===== config.mk =====
export PLATFORM = sky130hd
export DESIGN_NAME = alu_operand_loader
export DESIGN_NICKNAME = d
export VERILOG_FILES = /design/src/rtl/alu_operand_loader_pkg.sv /design/src/rtl/alu_operand_loader_btn_conditioner.sv /design/src/rtl/alu_operand_loader.sv
export SDC_FILE = /design/constraint.sdc
export NUM_CORES = 1
export LEC_CHECK = 0
export ABC_CLOCK_PERIOD_IN_PS = 2300
export CAP_MARGIN = 20
export CORE_ASPECT_RATIO = 1.1
export CORE_MARGIN = 2
export CORE_UTILIZATION = 48
export CTS_CLUSTER_DIAMETER = 100
export DETAILED_ROUTE_END_ITERATION = 6
export PLACE_DENSITY = 0.78
export SLEW_MARGIN = 20
export SYNTH_ARGS = -nofsm -noshare
export SYNTH_HDL_FRONTEND = slang
export SYNTH_SLANG_ARGS = --single-unit

===== constraint.sdc =====
create_clock -name i_clk -period 2.3 [get_ports i_clk]
set_input_delay 0.46 -clock i_clk [delete_from_list [all_inputs] [get_ports i_clk]]
set_output_delay 0.46 -clock i_clk [all_outputs]
set_load 0.05 [all_outputs]

===== src/rtl/alu_operand_loader_pkg.sv =====
// ============================================================================
// alu_loader_pkg : shared types and helpers for the ALU operand loader
// Revision: 1.0
// ============================================================================
`default_nettype none

package alu_loader_pkg;

  typedef enum logic [0:0] {
    COLLECT = 1'b0,
    READY   = 1'b1
  } state_t;

  localparam logic MODE_SEQ = 1'b0;
  localparam logic MODE_DIR = 1'b1;

  function automatic int clog2(input int value);
    int r;
    r = 0;
    for (int i = 0; i < 31; i++) begin
      if ((1 << i) < value) r = i + 1;
    end
    return r;
  endfunction

  // The opcode always occupies the slot just past the last operand.
  function automatic int opcode_slot(input int num_operands);
    return num_operands;
  endfunction

endpackage

`default_nettype wire


===== src/rtl/alu_operand_loader_btn_conditioner.sv =====
// ============================================================================
// btn_conditioner : 2-flop synchroniser, optional debounce, rising-edge pulse
// Optional macro: ALU_LOADER_DEBOUNCE_EN      Revision: 1.0
// ============================================================================
`default_nettype none

module btn_conditioner #(
  parameter int DEBOUNCE_CYCLES = 16
) (
  input  logic i_clk,
  input  logic i_rst_n,
  input  logic i_btn,
  output logic o_pulse
);

  logic sync1_q;
  logic sync2_q;
  logic prev_q;
  logic level;

  always_ff @(posedge i_clk or negedge i_rst_n) begin
    if (!i_rst_n) begin
      sync1_q <= 1'b0;
      sync2_q <= 1'b0;
      prev_q  <= 1'b0;
    end else begin
      sync1_q <= i_btn;
      sync2_q <= sync1_q;
      prev_q  <= level;
    end
  end

`ifdef ALU_LOADER_DEBOUNCE_EN
  localparam int CNT_W = $clog2(DEBOUNCE_CYCLES + 1) + 1;

  logic [CNT_W-1:0] cnt_q;
  logic [CNT_W-1:0] cnt_d;
  logic             stable_q;
  logic             stable_d;

  // Count consecutive cycles of disagreement; any agreement restarts the count.
  always_comb begin
    cnt_d    = '0;
    stable_d = stable_q;
    if (sync2_q != stable_q) begin
      if (cnt_q == CNT_W'(DEBOUNCE_CYCLES)) begin
        stable_d = sync2_q;
      end else begin
        cnt_d = cnt_q + 1'b1;
      end
    end
  end

  always_ff @(posedge i_clk or negedge i_rst_n) begin
    if (!i_rst_n) begin
      cnt_q    <= '0;
      stable_q <= 1'b0;
    end else begin
      cnt_q    <= cnt_d;
      stable_q <= stable_d;
    end
  end

  assign level = stable_q;
`else
  logic unused_debounce;
  assign unused_debounce = ^DEBOUNCE_CYCLES;
  assign level           = sync2_q;
`endif

  assign o_pulse = level & ~prev_q;

endmodule

`default_nettype wire


===== src/rtl/alu_operand_loader.sv =====
// ============================================================================
// alu_operand_loader : captures N operands plus an opcode from the switch bank
// Optional macro: ALU_LOADER_DEBOUNCE_EN      Revision: 1.0
// ============================================================================
`default_nettype none

module alu_operand_loader
  import alu_loader_pkg::*;
#(
  parameter int DATA_SIZE       = 8,
  parameter int OPCODE_SIZE     = 6,
  parameter int NUM_OPERANDS    = 2,
  parameter int DEBOUNCE_CYCLES = 16,
  parameter int SEL_W           = clog2(NUM_OPERANDS + 1)
) (
  input  logic                              i_clk,
  input  logic                              i_rst_n,
  input  logic [DATA_SIZE-1:0]              i_sw,
  input  logic                              i_btn_load,
  input  logic                              i_btn_clear,
  input  logic                              i_mode,
  input  logic [SEL_W-1:0]                  i_sel,
  output logic [NUM_OPERANDS*DATA_SIZE-1:0] o_operands,
  output logic [OPCODE_SIZE-1:0]            o_opcode,
  output logic [SEL_W-1:0]                  o_slot,
  output logic                              o_valid,
  output logic                              o_ready,
  output logic                              o_err
);

  localparam int               OPS_W    = NUM_OPERANDS * DATA_SIZE;
  localparam int               MASK_W   = NUM_OPERANDS + 1;
  localparam logic [SEL_W-1:0] OPC_SLOT = SEL_W'(opcode_slot(NUM_OPERANDS));

  logic load_pulse;
  logic clear_pulse;

  btn_conditioner #(.DEBOUNCE_CYCLES(DEBOUNCE_CYCLES)) u_load_cond (
    .i_clk   (i_clk),
    .i_rst_n (i_rst_n),
    .i_btn   (i_btn_load),
    .o_pulse (load_pulse)
  );

  btn_conditioner #(.DEBOUNCE_CYCLES(DEBOUNCE_CYCLES)) u_clear_cond (
    .i_clk   (i_clk),
    .i_rst_n (i_rst_n),
    .i_btn   (i_btn_clear),
    .o_pulse (clear_pulse)
  );

  state_t            state_q, state_d;
  logic [OPS_W-1:0]  ops_q, ops_d;
  logic [OPCODE_SIZE-1:0] opc_q, opc_d;
  logic [SEL_W-1:0]  slot_q, slot_d;
  logic [MASK_W-1:0] mask_q, mask_d;
  logic              valid_q, valid_d;
  logic              ready_q, ready_d;
  logic              err_q, err_d;
  logic              mode_q, mode_d;

  logic              wr_en;
  logic [SEL_W-1:0]  wr_slot;
  logic              mode_chg;

  assign mode_chg = (i_mode != mode_q);

  always_comb begin
    state_d = state_q;
    ops_d   = ops_q;
    opc_d   = opc_q;
    slot_d  = slot_q;
    mask_d  = mask_q;
    valid_d = valid_q;
    ready_d = 1'b0;
    err_d   = 1'b0;
    mode_d  = i_mode;
    wr_en   = 1'b0;
    wr_slot = '0;

    if (clear_pulse) begin
      state_d = COLLECT;
      ops_d   = '0;
      opc_d   = '0;
      slot_d  = '0;
      mask_d  = '0;
      valid_d = 1'b0;
    end else if (mode_chg) begin
      // Data survives a mode switch; only frame bookkeeping restarts.
      state_d = COLLECT;
      slot_d  = '0;
      mask_d  = '0;
      valid_d = 1'b0;
    end else if (load_pulse) begin
      if (mode_q == MODE_SEQ) begin
        wr_en = 1'b1;
        if (state_q == READY) begin
          wr_slot = '0;
          slot_d  = SEL_W'(1);
          valid_d = 1'b0;
          state_d = COLLECT;
        end else if (slot_q == OPC_SLOT) begin
          wr_slot = slot_q;
          slot_d  = '0;
          valid_d = 1'b1;
          ready_d = 1'b1;
          state_d = READY;
        end else begin
          wr_slot = slot_q;
          slot_d  = slot_q + SEL_W'(1);
        end
      end else begin
        state_d = COLLECT;
        if (i_sel <= OPC_SLOT) begin
          wr_en   = 1'b1;
          wr_slot = i_sel;
          mask_d  = mask_q | (MASK_W'(1) << i_sel);
          valid_d = &mask_d;
          ready_d = valid_d & ~valid_q;
        end else begin
          err_d = 1'b1;
        end
      end
    end

    if (wr_en) begin
      if (wr_slot == OPC_SLOT) begin
        opc_d = i_sw[OPCODE_SIZE-1:0];
      end
      for (int k = 0; k < NUM_OPERANDS; k++) begin
        if (wr_slot == SEL_W'(k)) ops_d[k*DATA_SIZE +: DATA_SIZE] = i_sw;
      end
    end
  end

  always_ff @(posedge i_clk or negedge i_rst_n) begin
    if (!i_rst_n) begin
      state_q <= COLLECT;
      ops_q   <= '0;
      opc_q   <= '0;
      slot_q  <= '0;
      mask_q  <= '0;
      valid_q <= 1'b0;
      ready_q <= 1'b0;
      err_q   <= 1'b0;
      mode_q  <= MODE_SEQ;
    end else begin
      state_q <= state_d;
      ops_q   <= ops_d;
      opc_q   <= opc_d;
      slot_q  <= slot_d;
      mask_q  <= mask_d;
      valid_q <= valid_d;
      ready_q <= ready_d;
      err_q   <= err_d;
      mode_q  <= mode_d;
    end
  end

  assign o_operands = ops_q;
  assign o_opcode   = opc_q;
  assign o_slot     = slot_q;
  assign o_valid    = valid_q;
  assign o_ready    = ready_q;
  assign o_err      = err_q;

endmodule

`default_nettype wire


==> results of run 1 <==
-- power by group --
part | internal [mW] | switching [mW] | total (mW) | leakage [nW]
combinational | 0.0907 | 0.154 | 0.244 | 0.570
clock | 0.225 | 0.229 | 0.454 | 0.0450
sequential | 0.696 | 0.0205 | 0.716 | 0.509
-- Yosys cell counts (all sizes together) --
cell      n
o211ai    2
clkbuf    2
nand3b    1
inv      12
a211oi    1
nand2b    4
o41ai     1
o21ai     4
dfrtp    38
nand3     5
or2       1
and3b     1
nor2b     2
a21oi     6
o2bb2ai   1
nand4b    1
a31oi     4
nor2     12
mux2i    23
buf       5
ha        1
a21boi    1
nor3b     2
nand2    25
-- how the worst max path moves through the flow --
stage	startpoint	end	cells after the start
2_1_floorplan	mode_q	o_valid	6
3_3_place_gp	i_mode	o_valid	6
3_5_place_dp	i_mode	o_valid	6
4_1_cts	o_slot[1]	o_slot[1]	1
5_1_grt	o_slot[1]	o_slot[1]	1
6_report	o_slot[1]	o_slot[1]	1
-- cells by family (layout without fill, tap and decap cells) --
group	count (synthesis)	count (layout)
AOI/OAI and AO/OA	20	20
adders and majority gates	1	1
buffers and inverters	19	67
DFF	38	38
muxes	23	23
and+or+nand+nor	54	54
-- layout by cell type, fill, tap and decap left out, drive strengths merged, types with 4 or more instances in the layout --
cell type,instances
clkdlybuf4s50,40
dfrtp,38
nand2,25
mux2i,23
nor2,12
inv,12
buf,7
a21oi,6
clkbuf,5
nand3,5
a31oi,4
o21ai,4
nand2b,4
-- cell type report --
type                            count  share of cell area, %
Multi-Input combinational cell     98                   29.1
Tap cell                           48                   2.69
Clock buffer                        5                   1.68
Sequential cell                    38                   42.6
Inverter                           12                   2.02
Timing Repair Buffer               47                   20.2
Clock inverter                      3                   1.79
-- worst register-to-register path: cells and delay by family (launching register included) --
| family | cells | cell delay (ns) |
|---|---|---|
| fa+ha+maj | 1 | 0.35 |
| simple gates | 2 | 0.43 |
| compound gates | 1 | 0.38 |
| buf+inv | 1 | 0.10 |
| flops | 1 | 0.62 |
-- per-layer routing --
layer / GRT usage, % / vias to the layer above / part of all wire, %
li1: - / 611 / -
met5: 0 / - / 0
met4: 8.42 / 0 / 1.5
met1: 26.5 / 648 / 43
met3: 5.09 / 5 / 5.4
met2: 34.5 / 42 / 50
-- sequential cells by signal (all words and copies together), names as in the netlist --
| register | count |
|---|---|
| o_operands | 16 |
| o_opcode | 6 |
| mask_q | 3 |
| o_slot | 2 |
| mode_q | 1 |
| o_err | 1 |
| o_ready | 1 |
| o_valid | 1 |
| state_q | 1 |
| u_clear_cond.level | 1 |
| u_clear_cond.prev_q | 1 |
| u_clear_cond.sync1_q | 1 |
| u_load_cond.level | 1 |
| u_load_cond.prev_q | 1 |
| u_load_cond.sync1_q | 1 |
==> flow_metrics.tcl, run 1 <==
set metrics [dict create \
    status "complete, no violations" \
    syn_area_mm2 0.00170 \
    start_util_pct 50.5 \
    synth_mux_area_share_pct 13.6 \
    rsz0062_at_grt "no" \
    drt-pass1-iter-count 4 \
    diodes 0 \
    fp.dieW_um 60.7 \
    critical_path.slowest_cell "clkdlybuf4s50_1" \
    cts_buffers 5 \
    setup_ws_ns 0.196 \
    holdWs_ns 0.191 \
    required_ns 1.84 \
    die_h_um 66.4 \
    io_pins 42 \
    ys_ff_latch 38 \
    syn_nets 171 \
    ir_drop_mv 0.399 \
    cp_top_family "buffers and inverters" \
    place_ws_ns 0.0345 \
    grt_pass1_wl_um 6160 \
    synthAdderAreaFrac_pct 0.737 \
    slowest_delay_ns 0.84 \
    track_usage_pct 21.1 \
    area_delta_synth_final_pct 31.7 \
    dieArea_mm2 0.00403 \
    synth_top_area_cell "dfrtp_1" \
    grt_max_degree 39 \
    slew_headroom_pct 45.1 \
    fin_crit_sh_pct 91.5 \
    post-cts-setup-buffer-count 0 \
    netlist_instances 155 \
    finalClockSkew_ns 0.00794 \
    worst_pin_slew_ns 0.824 \
    power.density_mw_per_mm2 633 \
    cp_cell_sequence "clkdlybuf4s50_1" \
    finish.instance_area_mm2 0.00223 \
    detailed_place_hpwl_um 2670 \
    postCtsHoldBufs 0 \
    totalWireLength_um 3760 \
    grt_pass1_vias 1336 \
    critPathCaptureType "output port" \
    tns_ns 0 \
    clkTransAtPathRegs_ns 0.12 \
    gp_congestion 0.796 \
    fmax_mhz 475 \
    final_max_slew_viol_count 0 \
    dp.cells 243 \
    overflow 0 \
    cts.repair.resized 0 \
    n_fill_cell 279 \
    rows 22 \
    numClockSinks 38 \
    fp.coreArea_mm2 0.00336 \
    p_total_mw 1.41 \
    antenna_found_initial 0 \
    ff_latch_area_um2 951 \
    htree_levels 2 \
    rr_startpoint "mode_q" \
    regToRegSetupSlack_ns 0.31 \
    post-route-util_pct 66.5 \
    stdcell_count 251 \
    reg2reg_depth 5 \
    yosysSeqAreaShare_pct 56.0 \
    vias_per_cell 5.20 \
    synth_top_family_by_area "simple AND/OR/NAND/NOR gates" \
    drc_errors 0 \
    portBuffers 41 \
    ys_warn_count 0 \
    drive_gt1_share_pct 10.8 \
    multi_input_comb_area_um2 651 \
    drv_cap 0 \
    cp_max_fo 7 \
    clockBufferDepth 2 \
    vias 1306 \
    place_area_mm2 0.00216 \
    synth_xor_area_share_pct 0 \
    cts_root_buf "clkbuf_4" \
    setup_viol 0 \
    synthTopCellsByArea "dfrtp_1 (56%), mux2i_1 (14%), nand2_1 (5.5%)" \
    ys_types 33 \
    synth_simple_gate_area_share_pct 16.6 \
    worstPathArrival_ns 1.64 \
    synth_compound_area_share_pct 7.45 \
    postSynthAreaPerCell_um2 10.9 \
    finalHoldViolCount 0 \
    netlist.area_leader.share_pct 56.0 \
    layout.nets 218 \
    insertion_delay_ns 0.35 \
    wl_per_cell_um 15.0 \
    worstSetupStartpointType "register" \
    tritoncts "done" \
    r2r_end "o_valid" \
    power_leakage_nw 1.12 \
    crit_buf_inv 1 \
    drtAntennaViolNets 0 \
    period_needed_ns 2.10 \
    hold_class "input port to asynchronous set/reset pin" \
    critical_path_class "register to output port" \
    dr.first_iter.drc_count 99 \
]
(Power assumes the default switching activity.)
==> run 2, diff against run 1 <==
Settings changed: ABC_CLOCK_PERIOD_IN_PS 2300 to not set.
==> results of run 2 <==
No change in the layout: final DEF, timing and power equal those of run 1.
